File: src/rtl/dnn_pkg.sv
// Shared types for the dnn_* post-processing blocks.
//   DATA_WIDTH     : default signed score width
//   score_t        : one class score at the default width
//   argmax_state_t : argmax scanner states
package dnn_pkg;

    localparam int unsigned DATA_WIDTH = 8;

    typedef logic signed [DATA_WIDTH-1:0] score_t;

    typedef enum logic [1:0] {
        IDLE = 2'd0,
        SCAN = 2'd1,
        DONE = 2'd2
    } argmax_state_t;

endpackage

File: src/rtl/dnn_result_argmax_if.sv
// Bus between the inference core / pin logic and dnn_result_argmax.
//   master : drives clear, scores_valid, scores, rd_idx; receives results
//   slave  : the argmax block
// Optional macro ARGMAX_TOP2_EN adds second_idx and margin.
interface dnn_result_argmax_if #(
    parameter int unsigned N_CLASSES  = 10,
    parameter int unsigned DATA_WIDTH = 8
);
    localparam int unsigned IDX_W = $clog2(N_CLASSES);

    logic                         clear;
    logic                         scores_valid;
    logic signed [DATA_WIDTH-1:0] scores [N_CLASSES];
    logic                         busy;
    logic                         result_valid;
    logic [IDX_W-1:0]             result_idx;
    logic signed [DATA_WIDTH-1:0] result_score;
    logic                         overrun;
    logic [IDX_W-1:0]             rd_idx;
    logic signed [DATA_WIDTH-1:0] rd_data;
`ifdef ARGMAX_TOP2_EN
    logic [IDX_W-1:0]             second_idx;
    logic signed [DATA_WIDTH:0]   margin;

    modport master (
        output clear, scores_valid, scores, rd_idx,
        input  busy, result_valid, result_idx, result_score, overrun, rd_data,
               second_idx, margin
    );
    modport slave (
        input  clear, scores_valid, scores, rd_idx,
        output busy, result_valid, result_idx, result_score, overrun, rd_data,
               second_idx, margin
    );
`else
    modport master (
        output clear, scores_valid, scores, rd_idx,
        input  busy, result_valid, result_idx, result_score, overrun, rd_data
    );
    modport slave (
        input  clear, scores_valid, scores, rd_idx,
        output busy, result_valid, result_idx, result_score, overrun, rd_data
    );
`endif
endinterface

File: src/rtl/dnn_score_bank.sv
// Shadow register bank holding one captured set of class scores.
//   clk, clr      : clock, synchronous clear (zeroes bank and read register)
//   cap_en        : load all entries from cap_data
//   rd_idx/rd_data: registered read, out-of-range index reads entry 0
//   scan_idx/scan_data_c : combinational read used by the scanner
module dnn_score_bank #(
    parameter int unsigned N_CLASSES  = 10,
    parameter int unsigned DATA_WIDTH = 8,
    localparam int unsigned IDX_W     = $clog2(N_CLASSES)
) (
    input  logic                         clk,
    input  logic                         clr,
    input  logic                         cap_en,
    input  logic signed [DATA_WIDTH-1:0] cap_data [N_CLASSES],
    input  logic [IDX_W-1:0]             rd_idx,
    output logic signed [DATA_WIDTH-1:0] rd_data,
    input  logic [IDX_W-1:0]             scan_idx,
    output logic signed [DATA_WIDTH-1:0] scan_data_c
);

    logic signed [DATA_WIDTH-1:0] shadow [N_CLASSES];
    logic [IDX_W-1:0]             rd_sel_c;

    // Indices past the last class alias to entry 0.
    always_comb begin
        rd_sel_c = '0;
        if (32'(rd_idx) < 32'(N_CLASSES)) rd_sel_c = rd_idx;
    end

    assign scan_data_c = shadow[scan_idx];

    always_ff @(posedge clk) begin
        if (clr) begin
            for (int i = 0; i < int'(N_CLASSES); i++) shadow[i] <= '0;
            rd_data <= '0;
        end else begin
            if (cap_en) begin
                for (int i = 0; i < int'(N_CLASSES); i++) shadow[i] <= cap_data[i];
            end
            rd_data <= shadow[rd_sel_c];
        end
    end

endmodule

File: src/rtl/dnn_result_argmax.sv
// Argmax post-processing: captures core scores on scores_valid, scans them
// one per cycle (strict signed >, ties keep lower index) and holds the
// winning index/score until the next capture or clear.
//   clk, rst : clock, synchronous active-high reset
//   bus      : dnn_result_argmax_if.slave (capture, result, readout)
// Optional macro ARGMAX_TOP2_EN adds runner-up index and best-second margin.
module dnn_result_argmax #(
    parameter int unsigned N_CLASSES  = 10,
    parameter int unsigned DATA_WIDTH = 8
) (
    input  logic               clk,
    input  logic               rst,
    dnn_result_argmax_if.slave bus
);
    import dnn_pkg::*;

    localparam int unsigned IDX_W = $clog2(N_CLASSES);

    argmax_state_t                state;
    logic [IDX_W-1:0]             cnt;
    logic signed [DATA_WIDTH-1:0] best_score;
    logic [IDX_W-1:0]             best_idx;
    logic                         busy_q;
    logic                         result_valid_q;
    logic [IDX_W-1:0]             result_idx_q;
    logic signed [DATA_WIDTH-1:0] result_score_q;
    logic                         overrun_q;

    logic                         clr_c;
    logic                         cap_en_c;
    logic signed [DATA_WIDTH-1:0] scan_data_c;
    logic                         take_best_c;
    logic signed [DATA_WIDTH-1:0] nxt_best_score_c;
    logic [IDX_W-1:0]             nxt_best_idx_c;

`ifdef ARGMAX_TOP2_EN
    logic signed [DATA_WIDTH-1:0] sec_score;
    logic [IDX_W-1:0]             sec_idx;
    logic                         has_sec;
    logic [IDX_W-1:0]             second_idx_q;
    logic signed [DATA_WIDTH:0]   margin_q;
    logic signed [DATA_WIDTH-1:0] nxt_sec_score_c;
    logic [IDX_W-1:0]             nxt_sec_idx_c;
    logic                         nxt_has_sec_c;
`endif

    assign clr_c    = rst | bus.clear;
    assign cap_en_c = bus.scores_valid && (state != SCAN) && !clr_c;

    dnn_score_bank #(
        .N_CLASSES  (N_CLASSES),
        .DATA_WIDTH (DATA_WIDTH)
    ) u_bank (
        .clk         (clk),
        .clr         (clr_c),
        .cap_en      (cap_en_c),
        .cap_data    (bus.scores),
        .rd_idx      (bus.rd_idx),
        .rd_data     (bus.rd_data),
        .scan_idx    (cnt),
        .scan_data_c (scan_data_c)
    );

    // Running best after folding in the element under the scan pointer.
    always_comb begin
        take_best_c      = scan_data_c > best_score;
        nxt_best_score_c = best_score;
        nxt_best_idx_c   = best_idx;
        if (take_best_c) begin
            nxt_best_score_c = scan_data_c;
            nxt_best_idx_c   = cnt;
        end
`ifdef ARGMAX_TOP2_EN
        // A displaced best becomes runner-up; otherwise the element competes
        // for runner-up only (equal values keep the earlier index).
        nxt_sec_score_c = sec_score;
        nxt_sec_idx_c   = sec_idx;
        nxt_has_sec_c   = has_sec;
        if (take_best_c) begin
            nxt_sec_score_c = best_score;
            nxt_sec_idx_c   = best_idx;
            nxt_has_sec_c   = 1'b1;
        end else if (!has_sec || (scan_data_c > sec_score)) begin
            nxt_sec_score_c = scan_data_c;
            nxt_sec_idx_c   = cnt;
            nxt_has_sec_c   = 1'b1;
        end
`endif
    end

    // Capture/scan FSM with registered results.
    always_ff @(posedge clk) begin
        if (clr_c) begin
            state          <= IDLE;
            cnt            <= '0;
            best_score     <= '0;
            best_idx       <= '0;
            busy_q         <= 1'b0;
            result_valid_q <= 1'b0;
            result_idx_q   <= '0;
            result_score_q <= '0;
            overrun_q      <= 1'b0;
`ifdef ARGMAX_TOP2_EN
            sec_score      <= '0;
            sec_idx        <= '0;
            has_sec        <= 1'b0;
            second_idx_q   <= '0;
            margin_q       <= '0;
`endif
        end else begin
            case (state)
                IDLE, DONE: begin
                    if (bus.scores_valid) begin
                        best_score     <= bus.scores[0];
                        best_idx       <= '0;
                        cnt            <= IDX_W'(1);
                        result_valid_q <= 1'b0;
                        busy_q         <= 1'b1;
                        state          <= SCAN;
`ifdef ARGMAX_TOP2_EN
                        has_sec        <= 1'b0;
`endif
                    end
                end
                SCAN: begin
                    if (bus.scores_valid) overrun_q <= 1'b1;
                    best_score <= nxt_best_score_c;
                    best_idx   <= nxt_best_idx_c;
                    cnt        <= cnt + IDX_W'(1);
`ifdef ARGMAX_TOP2_EN
                    sec_score  <= nxt_sec_score_c;
                    sec_idx    <= nxt_sec_idx_c;
                    has_sec    <= nxt_has_sec_c;
`endif
                    if (cnt == IDX_W'(N_CLASSES - 1)) begin
                        state          <= DONE;
                        busy_q         <= 1'b0;
                        result_valid_q <= 1'b1;
                        result_idx_q   <= nxt_best_idx_c;
                        result_score_q <= nxt_best_score_c;
`ifdef ARGMAX_TOP2_EN
                        second_idx_q   <= nxt_sec_idx_c;
                        margin_q       <= {nxt_best_score_c[DATA_WIDTH-1], nxt_best_score_c}
                                        - {nxt_sec_score_c[DATA_WIDTH-1], nxt_sec_score_c};
`endif
                    end
                end
                default: state <= IDLE;
            endcase
        end
    end

    assign bus.busy         = busy_q;
    assign bus.result_valid = result_valid_q;
    assign bus.result_idx   = result_idx_q;
    assign bus.result_score = result_score_q;
    assign bus.overrun      = overrun_q;
`ifdef ARGMAX_TOP2_EN
    assign bus.second_idx   = second_idx_q;
    assign bus.margin       = margin_q;
`endif

endmodule

File: src/flat_wrapper.sv
// flat-port wrapper written by rule: the top's interface ports become plain ports
module dnn_result_argmax_flat import dnn_pkg::*;
#(
    parameter int unsigned N_CLASSES  = 10,
    parameter int unsigned DATA_WIDTH = 8
)
  (clk, rst, bus_clear, bus_scores_valid, bus_scores, bus_rd_idx, bus_busy, bus_result_valid, bus_result_idx, bus_result_score, bus_overrun, bus_rd_data);
  dnn_result_argmax_if #(.N_CLASSES(N_CLASSES), .DATA_WIDTH(DATA_WIDTH)) bus_i ();
  input  logic clk;
  input  logic rst;
  input wire logic [$bits(bus_i.clear)-1:0] bus_clear;
  input wire logic [$bits(bus_i.scores_valid)-1:0] bus_scores_valid;
  input wire logic [$bits(bus_i.scores)-1:0] bus_scores;
  input wire logic [$bits(bus_i.rd_idx)-1:0] bus_rd_idx;
  output wire logic [$bits(bus_i.busy)-1:0] bus_busy;
  output wire logic [$bits(bus_i.result_valid)-1:0] bus_result_valid;
  output wire logic [$bits(bus_i.result_idx)-1:0] bus_result_idx;
  output wire logic [$bits(bus_i.result_score)-1:0] bus_result_score;
  output wire logic [$bits(bus_i.overrun)-1:0] bus_overrun;
  output wire logic [$bits(bus_i.rd_data)-1:0] bus_rd_data;
  assign bus_i.clear = bus_clear;
  assign bus_i.scores_valid = bus_scores_valid;
  assign bus_i.scores = {>>{bus_scores}};
  assign bus_i.rd_idx = bus_rd_idx;
  assign bus_busy = bus_i.busy;
  assign bus_result_valid = bus_i.result_valid;
  assign bus_result_idx = bus_i.result_idx;
  assign bus_result_score = bus_i.result_score;
  assign bus_overrun = bus_i.overrun;
  assign bus_rd_data = bus_i.rd_data;
  dnn_result_argmax #(.N_CLASSES(N_CLASSES), .DATA_WIDTH(DATA_WIDTH)) u_core (.clk(clk), .rst(rst), .bus(bus_i));
endmodule
File: config.mk
export PLATFORM = sky130hd
export DESIGN_NAME = dnn_result_argmax_flat
export DESIGN_NICKNAME = d
export VERILOG_FILES = /design/src/rtl/dnn_pkg.sv /design/src/rtl/dnn_result_argmax_if.sv /design/src/rtl/dnn_score_bank.sv /design/src/rtl/dnn_result_argmax.sv /design/src/flat_wrapper.sv
export SDC_FILE = /design/constraint.sdc
export NUM_CORES = 1
export LEC_CHECK = 0
export BUFFER_PORTS_ARGS = -buffer_cell sky130_fd_sc_hd__buf_2
export CORE_AREA = 2 2 149 151
export CTS_CLUSTER_DIAMETER = 150
export DETAILED_ROUTE_END_ITERATION = 16
export DIE_AREA = 0 0 151 153
export GPL_TIMING_DRIVEN = 0
export SETUP_SLACK_MARGIN = 0.4
export SYNTH_ARGS = -nofsm -noshare
export SYNTH_HDL_FRONTEND = slang
export SYNTH_SLANG_ARGS = --single-unit
File: constraint.sdc
create_clock -name clk -period 4.3 [get_ports clk]
set_input_delay 0.43 -clock clk [delete_from_list [all_inputs] [get_ports clk]]
set_output_delay 0.43 -clock clk [all_outputs]
set_load 0.01 [all_outputs]
Word level (Yosys, flattened, before mapping)
Memories as Yosys holds them, arrays and structs flattened. A register that Yosys moved wholly into a read port is not among the register bits.
Index checks and enable logic that the tools add are counted.
{ "totals": {"latch_bits": 0, "output_inout_bits": 23, "n_memories": 1, "rom_bits": 0, "ff_bits": 33, "in_bits": 88, "ram_bits": 80, "elab_cells": 76} }
{ "mem_list": {"columns": ["memory", "words", "width", "read_ports", "rd_clocked_by_memory_dff", "wr", "line", "text"], "rows": [
  ["u_core.u_bank.shadow", 10, 8, 2, 2, 10, "dnn_score_bank.sv:21", "logic signed [DATA_WIDTH-1:0] shadow [N_CLASSES];"]
]} }
{ "classes": {"reduce_logical": 11, "n_addsub": 1, "eq_ne": 6, "n_mux": 35, "shift": 0, "div_mod_pow": 0, "order_cmp": 2, "multipliers": 0, "bitwise_logic": 11} }
{ "op_table": {"columns": ["cell", "count"], "rows": [
  ["8-bit two-way mux", 12],
  ["4-bit two-way mux", 6],
  ["4-bit one-hot mux with 2 select lines", 2],
  ["8-bit one-hot mux with 2 select lines", 1],
  ["1-bit OR", 11],
  ["1-bit two-way mux", 9],
  ["8-bit greater-than comparator", 1],
  ["2-bit AND reduction", 4],
  ["4-bit by 1-bit adder with 4-bit output (second input constant)", 1],
  ["4-bit == test (second input constant)", 1],
  ["4-bit < comparator (second input constant)", 1],
  ["2-bit two-way mux", 2],
  ["2-bit by 1-bit inequality test with 1-bit output (second input constant)", 2],
  ["1-bit one-hot mux with 2 select lines", 2],
  ["2-bit one-hot mux with 2 select lines", 1],
  ["3-bit AND reduction", 1],
  ["2-bit by 1-bit == test with 1-bit output (second input constant)", 1],
  ["2-bit == test (second input constant)", 1],
  ["1-bit logical AND", 2],
  ["2-bit zero test", 1],
  ["2-bit inequality test (second input constant)", 1],
  ["2-bit nonzero test", 1],
  ["2-bit OR reduction", 1],
  ["1-bit zero test", 1]
]} }

Longest topological paths before layout
{ "depth": {"depth_word": 7, "depth_mapped": 13, "depth_no_buf": 10} }

Hierarchy
Synthesis repeated with hierarchy kept, for this count alone.
{ "hier_totals": {"hier_cells": 531, "hier_area_um2": 6334.8} }
{ "by_module_without_submodules": {"columns": ["module", "seq_area_each_um2", "cells_each", "area_each_um2", "instances"], "rows": [
  ["dnn_score_bank", 2562.5, 341, 4649.5, 1],
  ["dnn_result_argmax", 660.6, 190, 1685.4, 1]
]} }

Worst setup path after synthesis
Ideal clock, no wire load.
{ "synth_timing": {"path_kind": "input to register", "start": "in bus_clear", "end": "mem u_core.u_bank.shadow[0][0], enable pin", "required_time_ns": 3.507, "n_path_buf": 1, "setup_slack_ns": 1.171, "stages": 3, "setup_time_ns": 0.793, "arrival_time_ns": 2.336, "path_cell_list": "nor2_1 -> clkbuf_1 -> nand2_1"} }
{ "synth_rtl": {"columns": ["item", "line", "text"], "rows": [
  ["start, declared", "flat_wrapper.sv:11", "input wire logic [$bits(bus_i.clear)-1:0] bus_clear;"],
  ["end, declared", "dnn_score_bank.sv:21", null]
]} }

==> summary.txt <==
Outcome
  – Status: completed

Clock tree
  – Clock tree buffer depth: 2
  – Worst-path clk slew: 60 ps
  – H-tree depth: 4
  – Post-CTS setup buffer count: 0
  – TritonCTS clock tree: built
  – CTS Sinks: 125
  – Clock root cell: clkbuf_16
  – Latest clock arrival within the worst-skew pair: 420 ps
  – Post-CTS sizing: 0
  – Hold buffers post-CTS: 0
  – TritonCTS Buffers: 17

Place
  – Count of buffers from port buffering: 108
  – DP Wirelength: 13.27 mm
  – Routability cong.: 0.8073
  – Placed Area: 0.007296 mm²
  – Cells after DPL: 937

Global route
  – Global-route wire length before repair: 27.43 mm
  – Gr busiest metal: met2
  – Met2 Track Usage GR: 24.48%
  – Total GRT Usage: 16.05%
  – Grt met3 use: 4.418%
  – GRT overflow: 0
  – Largest net degree at the start of global routing: 54
  – Initial antenna violation count: 0
  – GRT met1 Usage: 21.66%
  – Vias in the first global route: 4907

Pwr
  – Max VDD drop: 0.1960 mV
  – Pwr per Cell Area: 409.3 mW/mm²
  – Leak: 3.247 nW

Critical path
  – Worst Path Arrival: 3910 ps
  – CP Launch Type: flip-flop
  – R2R cell count: 11
  – CP Class: reg2reg
  – Worst Path Max Fanout: 10
  – CP Capture Type: flip-flop
  – Worst Path Required: 4630 ps

Final layout
  – Finished layout cell area: 0.007906 mm²
  – FILL cells: 2168
  – Share of cells above drive strength 1: 29.75%
  – Layout Nets: 774
  – Antenna diodes: 0
  – Final Non-Filler Cells: 969
  – Area Growth Syn to Fin: 24.12%
  – Final Util: 36.80%

Drt
  – Final wirelength: 17.81 mm
  – DR DRC count: 0
  – Post-route ant nets: 0
  – Vias/cell: 5.003
  – Post-DR wirelength/cell: 18.38 µm
  – Drt pass-1 iters: 4
  – Initial DRC count: 327
  – DR vias: 4848

Die
  – Cell Rows: 54
  – Core area: 0.02149 mm²
  – IO Count: 111
  – Die Height: 153 µm
  – Initial Util: 29.65%
  – Full die area: 0.02310 mm²
  – Die W: 151 µm

Min path
  – Hold Path Stages: 2
  – Hold/Removal Path Class: in2reg

Timing
  – RSZ-0062 raised after global routing: no
  – Rel. slew slack: 46.96%
  – Final Skew: 9.717 ps
  – Slew @ Worst Pin: 792.7 ps
  – Setup violators final: 0
  – Slew Viols, Final: 0
  – Hold Fails Final Rpt: 0
  – Final min period: 3585 ps
  – Final period utilization: 83.37%
  – Fmax: 0.2789 GHz
  – Final setup TNS: 0 ps

Synthesis
  – Synth cell types: 52
  – Post-synth EDFFs: 80
  – Synth async-reset ratio: 0%
  – Net Count, Synth: 646
  – Sequential fraction of the synthesis area: 51.86%
  – Mapped Area: 0.006370 mm²
  – Ys Warns: 0
  – Mean post-synth cell area: 11.62 µm²
  – Post-Syn Instances: 548
  – Top FF cell, synth: edfxtp_1
  – Flops & latches, synth: 125

Job
  – Maxcap violations: 0
synthesized netlist by cell type (all sizes together) (10+ instances only):
master  count  share of area [%]
and2       80                7.9
mux2i      25                3.9
buf        14                1.5
dfxtp      45                 14
mux2       38                6.7
nor3       11               0.86
clkbuf     21                1.4
nand2      33                2.0
a21oi      27                2.1
o31ai      22                3.0
nor2       23                1.4
edfxtp     80                 38
ha         10                2.0
a22o       12                1.6
inv        12               0.71
o21ai      17                1.3
sequential cells by signal, indices dropped and copies added, names as in the netlist, 2 cells and up, named ones only:
register                 cells
u_core.u_bank.shadow        80
u_core.best_score            8
u_core.bus.result_score      8
u_core.u_bank.rd_data        8
u_core.best_idx              4
u_core.bus.result_idx        4
u_core.cnt                   4
u_core.state                 2
stage by stage:
stage	power [mW]	setup slack, ps	hold slack [ps]
floorplan	1.634	1171	441.5
global placement	1.779	-123.0	439.0
detailed placement	1.781	797.2	438.8
CTS	3.252	764.0	263.9
global route	3.357	479.2	264.7
finish	3.236	714.9	273.9
worst max-delay path, stage by stage, from the launching register on:
cell and delay (ps):
dfxtp_1 460, nand2b_1 150, clkbuf_1 350, o22ai_1 130, o31ai_1 600, inv_1 110, ha_1 320, nand4_1 130
o221ai_1 330, clkbuf_1 430, a21oi_1 190, o31ai_1 270
worst paths after layout:
kind / startpoint / to / slack [ps]
worst max-delay path: flip-flop / u_core.best_score[6]$_SDFFE_PN0P_ / 710
worst max register to register: flip-flop / u_core.best_score[6]$_SDFFE_PN0P_ / 710
worst min register to register: u_core.bus.result_score[6]$_SDFFE_PN0P_ / u_core.bus.result_score[6]$_SDFFE_PN0P_ / 450
worst min-delay path: bus_scores[69] / u_core.u_bank.shadow[1][5]$_SDFFCE_PN0P_ / 270
layer usage:
layer,up-vias,share of wire (%)
li1,2307,-
met1,2359,45
met2,156,46
met3,26,6.2
met4,0,2.3
met5,-,0
power breakdown:
group / internal (mW) / switching, mW
sequential: 1.34 / 0.0354
combinational: 0.159 / 0.230
clock: 0.930 / 0.545
total: 2.43 / 0.810
logic make-up (layout without fill, tap and decap cells):
| family | Yosys count | after routing | synth area share (%) |
|---|---|---|---|
| fa+ha+maj | 10 | 10 | 1.964 |
| compound gates | 115 | 115 | 13.10 |
| flops | 125 | 125 | 51.86 |
| xor+xnor | 3 | 3 | 0.4126 |
| simple gates | 177 | 177 | 15.20 |
| buf+inv | 47 | 188 | 3.634 |
| mux | 71 | 71 | 13.83 |
layout by cell type (no fill, tap or decap), drive strengths merged, types with 3 or more instances in the layout:
| cell | count |
|---|---|
| o21ai | 17 |
| nor2 | 23 |
| and2 | 80 |
| buf | 123 |
| inv | 13 |
| o22ai | 6 |
| clkinvlp | 4 |
| a21oi | 27 |
| nor2b | 8 |
| bufinv | 3 |
| a221oi | 8 |
| mux2i | 25 |
| nor3b | 3 |
| mux2 | 38 |
| edfxtp | 80 |
| nand3 | 4 |
| a22o | 12 |
| nand2 | 33 |
| a32o | 5 |
| nand2b | 5 |
| nor3 | 11 |
| mux4 | 8 |
| dfxtp | 45 |
| clkbuf | 41 |
| a211oi | 5 |
| clkinv | 4 |
| ha | 10 |
| o31ai | 22 |
layout make-up:
cell class	count	area (µm²)	area share (%)
flip-flops and latches	125	3303	41.78
multi-input cells	376	2843	35.96
repair buffers	109	568.0	7.185
clock buffers	20	446.7	5.650
well taps	280	350.3	4.431
plain buffers	35	186.4	2.358
clock inverters	12	163.9	2.073
inverters	12	45.04	0.5697
(Power assumes the default switching activity.)
